$ cat src/rtl/ex_stage_mdu_pkg.sv
// Shared encodings for the execute stage: forwarding selects, ALU ops,
// MDU funct3 ops, writeback selects and the MDU state enum.
package ex_stage_mdu_pkg;

  localparam logic [2:0] F3_MUL    = 3'd0;
  localparam logic [2:0] F3_MULH   = 3'd1;
  localparam logic [2:0] F3_MULHSU = 3'd2;
  localparam logic [2:0] F3_MULHU  = 3'd3;
  localparam logic [2:0] F3_DIV    = 3'd4;
  localparam logic [2:0] F3_DIVU   = 3'd5;
  localparam logic [2:0] F3_REM    = 3'd6;
  localparam logic [2:0] F3_REMU   = 3'd7;

  localparam logic [1:0] FWD_REG = 2'd0;
  localparam logic [1:0] FWD_MA  = 2'd1;
  localparam logic [1:0] FWD_WB  = 2'd2;

  localparam logic [1:0] WB_MEM = 2'd0;
  localparam logic [1:0] WB_ALU = 2'd1;
  localparam logic [1:0] WB_PC4 = 2'd2;

  localparam logic [3:0] ALU_ADD   = 4'd0;
  localparam logic [3:0] ALU_SUB   = 4'd1;
  localparam logic [3:0] ALU_SLL   = 4'd2;
  localparam logic [3:0] ALU_SLT   = 4'd3;
  localparam logic [3:0] ALU_SLTU  = 4'd4;
  localparam logic [3:0] ALU_XOR   = 4'd5;
  localparam logic [3:0] ALU_SRL   = 4'd6;
  localparam logic [3:0] ALU_SRA   = 4'd7;
  localparam logic [3:0] ALU_OR    = 4'd8;
  localparam logic [3:0] ALU_AND   = 4'd9;
  localparam logic [3:0] ALU_PASSB = 4'd10;

  typedef enum logic [1:0] {
    MDU_IDLE = 2'd0,
    MDU_RUN  = 2'd1,
    MDU_DONE = 2'd2
  } mdu_state_e;

endpackage

$ cat src/rtl/ex_muldiv_iter.sv
// Iterative RV32M/RV64M unit: XLEN-cycle shift-add multiply or restoring
// divide on operand magnitudes; signs and divide-by-zero fixed on the output.
module ex_muldiv_iter
  import ex_stage_mdu_pkg::*;
#(
  parameter int XLEN = 32
) (
  input  logic            clk,
  input  logic            rst,
  input  logic            start,
  input  logic            abort,
  input  logic            ack,
  input  logic [2:0]      op,
  input  logic [XLEN-1:0] a,
  input  logic [XLEN-1:0] b,
  output mdu_state_e      state,
  output logic            busy,
  output logic [XLEN-1:0] result
);
  localparam int CW = $clog2(XLEN) + 1;

  mdu_state_e        state_nxt;
  logic [CW-1:0]     cnt;
  logic [XLEN-1:0]   hi, lo, opb, a_orig;
  logic [2:0]        op_q;
  logic              neg_q, neg_r, div0;
  logic              a_neg, b_neg;
  logic [XLEN-1:0]   a_mag, b_mag;
  logic [XLEN:0]     mul_sum, div_shift, div_diff;
  logic [2*XLEN-1:0] prod;
  logic [XLEN-1:0]   quo, rem;

  // Only MULH/MULHSU/DIV/REM treat A as signed; only MULH/DIV/REM treat B so.
  always_comb begin
    a_neg = a[XLEN-1] & ((op == F3_MULH) | (op == F3_MULHSU) | (op == F3_DIV) | (op == F3_REM));
    b_neg = b[XLEN-1] & ((op == F3_MULH) | (op == F3_DIV) | (op == F3_REM));
    a_mag = a_neg ? -a : a;
    b_mag = b_neg ? -b : b;
  end

  always_ff @(posedge clk or posedge rst) begin
    if (rst) state <= MDU_IDLE;
    else     state <= state_nxt;
  end

  always_comb begin
    state_nxt = state;
    if (abort) state_nxt = MDU_IDLE;
    else begin
      case (state)
        MDU_IDLE: if (start) state_nxt = MDU_RUN;
        MDU_RUN:  if (cnt == CW'(XLEN - 1)) state_nxt = MDU_DONE;
        MDU_DONE: if (ack) state_nxt = MDU_IDLE;
        default:  state_nxt = MDU_IDLE;
      endcase
    end
  end

  always_comb busy = (state == MDU_RUN);

  always_comb begin
    mul_sum   = {1'b0, hi} + (lo[0] ? {1'b0, opb} : '0);
    div_shift = {hi, lo[XLEN-1]};
    div_diff  = div_shift - {1'b0, opb};
  end

  // hi = accumulator / partial remainder, lo = multiplier / quotient.
  always_ff @(posedge clk or posedge rst) begin
    if (rst) begin
      cnt <= '0; hi <= '0; lo <= '0; opb <= '0; a_orig <= '0;
      op_q <= '0; neg_q <= 1'b0; neg_r <= 1'b0; div0 <= 1'b0;
    end else if (state == MDU_IDLE && start && !abort) begin
      cnt    <= '0;
      hi     <= '0;
      lo     <= a_mag;
      opb    <= b_mag;
      a_orig <= a;
      op_q   <= op;
      neg_q  <= a_neg ^ b_neg;
      neg_r  <= a_neg;
      div0   <= (b == '0);
    end else if (state == MDU_RUN) begin
      cnt <= cnt + CW'(1);
      if (op_q[2]) begin
        if (!div_diff[XLEN]) begin
          hi <= div_diff[XLEN-1:0];
          lo <= {lo[XLEN-2:0], 1'b1};
        end else begin
          hi <= div_shift[XLEN-1:0];
          lo <= {lo[XLEN-2:0], 1'b0};
        end
      end else begin
        hi <= mul_sum[XLEN:1];
        lo <= {mul_sum[0], lo[XLEN-1:1]};
      end
    end
  end

  always_comb begin
    prod = {hi, lo};
    if (neg_q) prod = -prod;
    quo = neg_q ? -lo : lo;
    rem = neg_r ? -hi : hi;
    if (div0) begin
      quo = '1;
      rem = a_orig;
    end
    case (op_q)
      F3_MUL:                       result = prod[XLEN-1:0];
      F3_MULH, F3_MULHSU, F3_MULHU: result = prod[2*XLEN-1:XLEN];
      F3_DIV, F3_DIVU:              result = quo;
      default:                      result = rem;
    endcase
  end

endmodule

$ cat src/rtl/ex_stage_mdu.sv
// Execute stage: operand forwarding, A/B muxing, single-cycle ALU and an
// iterative MDU, feeding a stallable/flushable EX/MA register.
module ex_stage_mdu
  import ex_stage_mdu_pkg::*;
#(
  parameter int XLEN   = 32,
  parameter int REGW   = 5,
  parameter int MDU_EN = 1
) (
  input  logic            clk,
  input  logic            reset,
  input  logic            valid_in,
  input  logic [XLEN-1:0] pc_in,
  input  logic [XLEN-1:0] pcPlus4_in,
  input  logic [XLEN-1:0] DataA_in,
  input  logic [XLEN-1:0] DataB_in,
  input  logic [XLEN-1:0] imm_in,
  input  logic [XLEN-1:0] fwd_ma_in,
  input  logic [XLEN-1:0] fwd_wb_in,
  input  logic [1:0]      hazardSelA,
  input  logic [1:0]      hazardSelB,
  input  logic [REGW-1:0] AddrD_in,
  input  logic            RegWEn_in,
  input  logic            ASel_in,
  input  logic            BSel_in,
  input  logic            MemRW_in,
  input  logic [3:0]      ALUSel_in,
  input  logic [1:0]      WBSel_in,
  input  logic [2:0]      funct3_in,
  input  logic            md_en_in,
  input  logic            flush_in,
  input  logic            stall_in,
  output logic            stall_out,
  output logic            valid_out,
  output logic            RegWEn_out,
  output logic            MemRW_out,
  output logic [1:0]      WBSel_out,
  output logic [2:0]      funct3_out,
  output logic [REGW-1:0] AddrD_out,
  output logic [XLEN-1:0] Result_out,
  output logic [XLEN-1:0] DataB_out,
  output logic [XLEN-1:0] pcPlus4_out
);
  localparam int SW = $clog2(XLEN);

  logic [XLEN-1:0] fwd_a, fwd_b, alu_a, alu_b, alu_res, mdu_result;
  logic            md_issue, mdu_start, mdu_hold, mdu_busy;
  mdu_state_e      mdu_state;
  logic [REGW-1:0] l_addr;
  logic            l_regwen, l_memrw;
  logic [1:0]      l_wbsel;
  logic [2:0]      l_f3;
  logic [XLEN-1:0] l_pc4, l_datab;

  always_comb begin
    case (hazardSelA)
      FWD_MA:  fwd_a = fwd_ma_in;
      FWD_WB:  fwd_a = fwd_wb_in;
      default: fwd_a = DataA_in;
    endcase
    case (hazardSelB)
      FWD_MA:  fwd_b = fwd_ma_in;
      FWD_WB:  fwd_b = fwd_wb_in;
      default: fwd_b = DataB_in;
    endcase
    alu_a = ASel_in ? pc_in : fwd_a;
    alu_b = BSel_in ? imm_in : fwd_b;
  end

  always_comb begin
    alu_res = '0;
    case (ALUSel_in)
      ALU_ADD:   alu_res = alu_a + alu_b;
      ALU_SUB:   alu_res = alu_a - alu_b;
      ALU_SLL:   alu_res = alu_a << alu_b[SW-1:0];
      ALU_SLT:   alu_res = {{(XLEN-1){1'b0}}, $signed(alu_a) < $signed(alu_b)};
      ALU_SLTU:  alu_res = {{(XLEN-1){1'b0}}, alu_a < alu_b};
      ALU_XOR:   alu_res = alu_a ^ alu_b;
      ALU_SRL:   alu_res = alu_a >> alu_b[SW-1:0];
      ALU_SRA:   alu_res = $unsigned($signed(alu_a) >>> alu_b[SW-1:0]);
      ALU_OR:    alu_res = alu_a | alu_b;
      ALU_AND:   alu_res = alu_a & alu_b;
      ALU_PASSB: alu_res = alu_b;
      default:   alu_res = '0;
    endcase
  end

  // Hold ID/EX from the issue cycle through RUN; DONE lets it advance.
  assign md_issue  = valid_in & md_en_in & (MDU_EN != 0);
  assign mdu_start = md_issue & ~flush_in & (mdu_state == MDU_IDLE);
  assign mdu_hold  = (md_issue & (mdu_state == MDU_IDLE)) | mdu_busy;
  assign stall_out = ~reset & ~flush_in & (stall_in | mdu_hold);

  generate
    if (MDU_EN != 0) begin : gen_mdu
      ex_muldiv_iter #(.XLEN(XLEN)) u_mdu (
        .clk    (clk),
        .rst    (reset),
        .start  (mdu_start),
        .abort  (flush_in),
        .ack    (~stall_in),
        .op     (funct3_in),
        .a      (fwd_a),
        .b      (fwd_b),
        .state  (mdu_state),
        .busy   (mdu_busy),
        .result (mdu_result)
      );
    end else begin : gen_no_mdu
      assign mdu_state  = MDU_IDLE;
      assign mdu_busy   = 1'b0;
      assign mdu_result = '0;
    end
  endgenerate

  // Forwarding sources move while EX stalls, so the MDU op's fields are frozen.
  always_ff @(posedge clk or posedge reset) begin
    if (reset) begin
      l_addr <= '0; l_regwen <= 1'b0; l_memrw <= 1'b0; l_wbsel <= '0;
      l_f3 <= '0; l_pc4 <= '0; l_datab <= '0;
    end else if (mdu_start) begin
      l_addr <= AddrD_in; l_regwen <= RegWEn_in; l_memrw <= MemRW_in; l_wbsel <= WBSel_in;
      l_f3 <= funct3_in; l_pc4 <= pcPlus4_in; l_datab <= fwd_b;
    end
  end

  always_ff @(posedge clk or posedge reset) begin
    if (reset) begin
      valid_out <= 1'b0; RegWEn_out <= 1'b0; MemRW_out <= 1'b0; WBSel_out <= '0;
      funct3_out <= '0; AddrD_out <= '0; Result_out <= '0; DataB_out <= '0; pcPlus4_out <= '0;
    end else if (flush_in) begin
      valid_out <= 1'b0; RegWEn_out <= 1'b0; MemRW_out <= 1'b0;
    end else if (!stall_in) begin
      if (mdu_state == MDU_DONE) begin
        valid_out <= 1'b1; RegWEn_out <= l_regwen; MemRW_out <= l_memrw; WBSel_out <= l_wbsel;
        funct3_out <= l_f3; AddrD_out <= l_addr; Result_out <= mdu_result;
        DataB_out <= l_datab; pcPlus4_out <= l_pc4;
      end else if (mdu_hold) begin
        valid_out <= 1'b0; RegWEn_out <= 1'b0; MemRW_out <= 1'b0;
      end else begin
        valid_out <= valid_in; RegWEn_out <= valid_in & RegWEn_in; MemRW_out <= valid_in & MemRW_in;
        WBSel_out <= WBSel_in; funct3_out <= funct3_in; AddrD_out <= AddrD_in;
        Result_out <= alu_res; DataB_out <= fwd_b; pcPlus4_out <= pcPlus4_in;
      end
    end
  end

endmodule

$ cat config.mk
export PLATFORM = sky130hd
export DESIGN_NAME = ex_stage_mdu
export DESIGN_NICKNAME = d
export VERILOG_FILES = /design/src/rtl/ex_stage_mdu_pkg.sv /design/src/rtl/ex_muldiv_iter.sv /design/src/rtl/ex_stage_mdu.sv
export SDC_FILE = /design/constraint.sdc
export NUM_CORES = 2
export LEC_CHECK = 0
export ABC_AREA = 0
export CORE_MARGIN = 1
export CORE_UTILIZATION = 30
export CTS_CLUSTER_DIAMETER = 80
export CTS_CLUSTER_SIZE = 28
export DETAILED_ROUTE_END_ITERATION = 12
export PLACE_DENSITY_LB_ADDON = 0.08
export SYNTH_ARGS = -nofsm -noshare
export SYNTH_HDL_FRONTEND = slang
export SYNTH_SLANG_ARGS = --single-unit
$ cat constraint.sdc
create_clock -name clk -period 23.1 [get_ports clk]
set_input_delay 3.465 -clock clk [delete_from_list [all_inputs] [get_ports clk]]
set_output_delay 3.465 -clock clk [all_outputs]
set_load 0.03 [all_outputs]
==> flow_metrics.env <==
export IMPL_arrival_ns=10.63
export IMPL_dp_cells=5975
export IMPL_whs_path_depth=2
export IMPL_power_mw=3.68
export IMPL_hold_worst_slack_ns=0.478
export IMPL_synthArstFlopShare_pct=100
export IMPL_powerDensity_nw_per_um2=94.3
export IMPL_drtIter0Drc=3657
export IMPL_clk_latency_ns=0.64
export IMPL_ys_ff_latch=327
export IMPL_initial_core_util_pct=30.4
export IMPL_fin_crit_ns=10.13
export IMPL_cts_root_buf="clkbuf_16"
export IMPL_ys_flop_type="dfrtp_1"
export IMPL_yosysMostFrequentCell="nand2_1"
export IMPL_crit_buf_inv=4
export IMPL_multiInputGateArea_um2=22700
export IMPL_synth_area_um2=32800
export IMPL_p_comb_share_pct=57.0
export IMPL_setup_violations=0
export IMPL_post_route_period_util_pct=43.9
export IMPL_drc_errors=0
export IMPL_max_stage_delay_ns=1.09
export IMPL_post_drt_via_cell_ratio=5.90
export IMPL_fin_cells=6040
export IMPL_drive_gt1_share_pct=6.41
export IMPL_synth_commonest_cells="nand2_1, o21ai_0, nor2_1"
export IMPL_crit_path_end_kind="register"
export IMPL_critical_path_class="in2reg"
export IMPL_die_w_um=332
export IMPL_worstSetupPathDepth=18
export IMPL_cpMostUsedCell="o21ai_0"
export IMPL_p_clk_share_pct=17.6
export IMPL_timing_slew_headroom_pct=8.71
export IMPL_p_sw_share_pct=50.7
export IMPL_synth_cell_types=91
export IMPL_cts_buffers=35
export IMPL_io_buffers=361
export IMPL_tritoncts="built"
export IMPL_postCtsSetupRepairBufs=0
export IMPL_syn_avg_cell_area_um2=7.38
export IMPL_dp_hpwl_um=142000
export IMPL_power_internal_mw=1.81
export IMPL_synth_edf_count=0
export IMPL_drtAntennaViolNets=0
export IMPL_path_delay_family="compound AO/OA/AOI/OAI gates"
export IMPL_regArea_um2=8190
export IMPL_grt_max_degree=96
export IMPL_cts_hold_buf=0
export IMPL_gp_congestion=0.995
export IMPL_grt_usage_pct=31.7
export IMPL_antenna_found_initial=5
export IMPL_fillCellCount=11500
export IMPL_drt_wl_total_um=181000
export IMPL_cts_clk_slew_worst_paths_ns=0.09
export IMPL_setup_tns_ns=0
export IMPL_worst_r2r_path_depth=12
export IMPL_wl_per_cell_um=30.0
export IMPL_pwr_share_seq_pct=25.3
export IMPL_fmax_ghz=0.0987
export IMPL_timing_max_transition_violations_final=0
export IMPL_h_tree_depth=2
export IMPL_area_growth_syn_to_layout_pct=19.0
export IMPL_finalClockSkew_ns=0.0407
export IMPL_die_y_um=332
export IMPL_final_hold_violation_count=0
export IMPL_yosysWarnings=0
export IMPL_yosys_top_cells_area="dfrtp_1, nand2_1, ha_1"
export IMPL_p_sw_mw=1.86
export IMPL_fin_nets=5042
export IMPL_leakage_nw=16.2
export IMPL_maxCapViolCount=0
export IMPL_post_synth_top_area_cell="dfrtp_1"
export IMPL_synth_top_area_share_pct=25.0
export IMPL_worstPathRequired_ns=23.59
export IMPL_rows=120
export IMPL_hp_class="reg2reg"
export IMPL_yosysSeqAreaShare_pct=25.0
export IMPL_synthCells=4437
export IMPL_outcome="completed"
export IMPL_worst_slew_pin_slew_ns=1.37
export IMPL_ir_worst_vdd_v=0.0000606
export IMPL_grt_pass1_wl_um=256000
export IMPL_crit_chain="clkdlybuf4s50_1, inv_1, ha_2, buf_4, inv_1, o21ai_0, o21ai_0, ha_1, and4_1, nand3_1, a2111oi_0, nor4_1, a211oi_1, a21oi_1, o41a_1, o21ai_0, a21o_1, a21oi_1"
export IMPL_clock_path_buffers=3
export IMPL_rsz0062_at_grt="false"
export IMPL_cts_resized=0
export IMPL_pin_count=362
export IMPL_drt_pass1_iterations=5
export IMPL_die_area_um2=110000
export IMPL_crit_fanout=47
export IMPL_fp_coreArea_um2=108000
export IMPL_startpoint_type="input pin"
export IMPL_synth_net_count=4870
export IMPL_clock_sinks=327
export IMPL_grt_pass1_vias=34100
export IMPL_crit_slowest_cell="a2111oi_0"
export IMPL_overflow=0
export IMPL_vias=35600
==> per-layer routing <==
metal	track usage, %	share of wire [%]	wire [um]	up-vias
li1	-	-	-	16400
met1	42.2	44	79000	17500
met2	50.3	45	81500	1455
met3	4.71	6.3	11300	290
met4	14.8	5.2	9340	2
met5	0	0.0039	7	-
==> flip-flops by register name, indices dropped and copies added, names as in the netlist, 3 cells and up <==
register	count
AddrD_out	5
DataB_out	32
Result_out	32
funct3_out	3
gen_mdu.u_mdu.a_orig	32
gen_mdu.u_mdu.cnt	6
gen_mdu.u_mdu.hi	32
gen_mdu.u_mdu.lo	32
gen_mdu.u_mdu.op_q	3
gen_mdu.u_mdu.opb	32
l_addr	5
l_datab	32
l_f3	3
l_pc4	32
pcPlus4_out	32
==> cell families (layout without fill, tap and decap cells) <==
logic type | after synthesis | in the layout | synth area share, %
flops | 327 | 327 | 25.0
other cells | 0 | 1 | 0
xor+xnor | 189 | 189 | 5.05
mux | 184 | 184 | 5.80
simple gates | 1539 | 1539 | 21.0
compound gates | 1519 | 1519 | 30.3
fa+ha+maj | 181 | 181 | 7.01
buf+inv | 498 | 697 | 5.86
==> worst paths after layout <==
| check | startpoint | to | slack, ns |
|---|---|---|---|
| max reg2reg | gen_mdu.u_mdu.hi[0] | Result_out[26] | 18.20 |
| max in group asynchronous | reset | Result_out[16] | 16.76 |
| min reg2reg | l_pc4[0] | l_pc4[0] | 0.48 |
| min in group asynchronous | reset | pcPlus4_out[29] | 3.39 |
| max | hazardSelB[0] | Result_out[31] | 12.97 |
| min | l_pc4[0] | l_pc4[0] | 0.48 |
==> power by group through the flow <==
stage	Combinational [mW]	Clock, mW	Sequential [mW]
floorplan	1.33	0	0.911
global placement	2.06	0	0.939
detailed placement	2.05	0	0.939
CTS	2.06	0.665	0.929
global route	2.26	0.681	0.951
finish	2.10	0.649	0.932
==> placed cells by master, fill, tap and decap left out, types with 90 or more instances in the layout <==
master	instances
inv_1	156
nand2_1	647
nand2b_1	90
xnor2_1	106
ha_1	175
a21oi_1	326
buf_4	105
dfrtp_1	325
mux2i_1	156
nor2_1	418
o21ai_0	428
clkdlybuf4s50_1	359
==> area by class of cell <==
| class | instances | share of cell area [%] |
|---|---|---|
| inverter | 166 | 1.62 |
| tap | 1403 | 4.50 |
| clock inverter | 28 | 0.880 |
| multi-input combinational | 3612 | 58.4 |
| antenna | 1 | 0.00642 |
| sequential | 327 | 21.0 |
| clock buffer | 36 | 2.31 |
| timing repair buffer | 467 | 11.3 |
==> metrics by stage <==
stage | area (um2) | util [%] | setup WS (ns)
6_report | 39000 | 36.2 | 12.97
3_5_place_dp | 37700 | 35.0 | 12.58
2_1_floorplan | 32800 | - | 10.58
4_1_cts | 39000 | 36.2 | 13.20
5_1_grt | 39000 | 36.2 | 12.65
3_3_place_gp | 37700 | 35.0 | 12.82
==> worst reg2reg max path: stages, from the launching register on <==
cell and delay, ns:
dfrtp_1 0.52, inv_1 0.17, ha_1 0.26, or3b_2 0.50
nor4_1 0.56, and3_1 0.39, nand3_1 0.18, o31ai_1 0.32
xnor2_1 0.24, o211ai_1 0.13, a21oi_1 1.06, nor3_1 0.27
a21oi_1 0.23
Note: power is estimated with default switching activity, not from simulation.
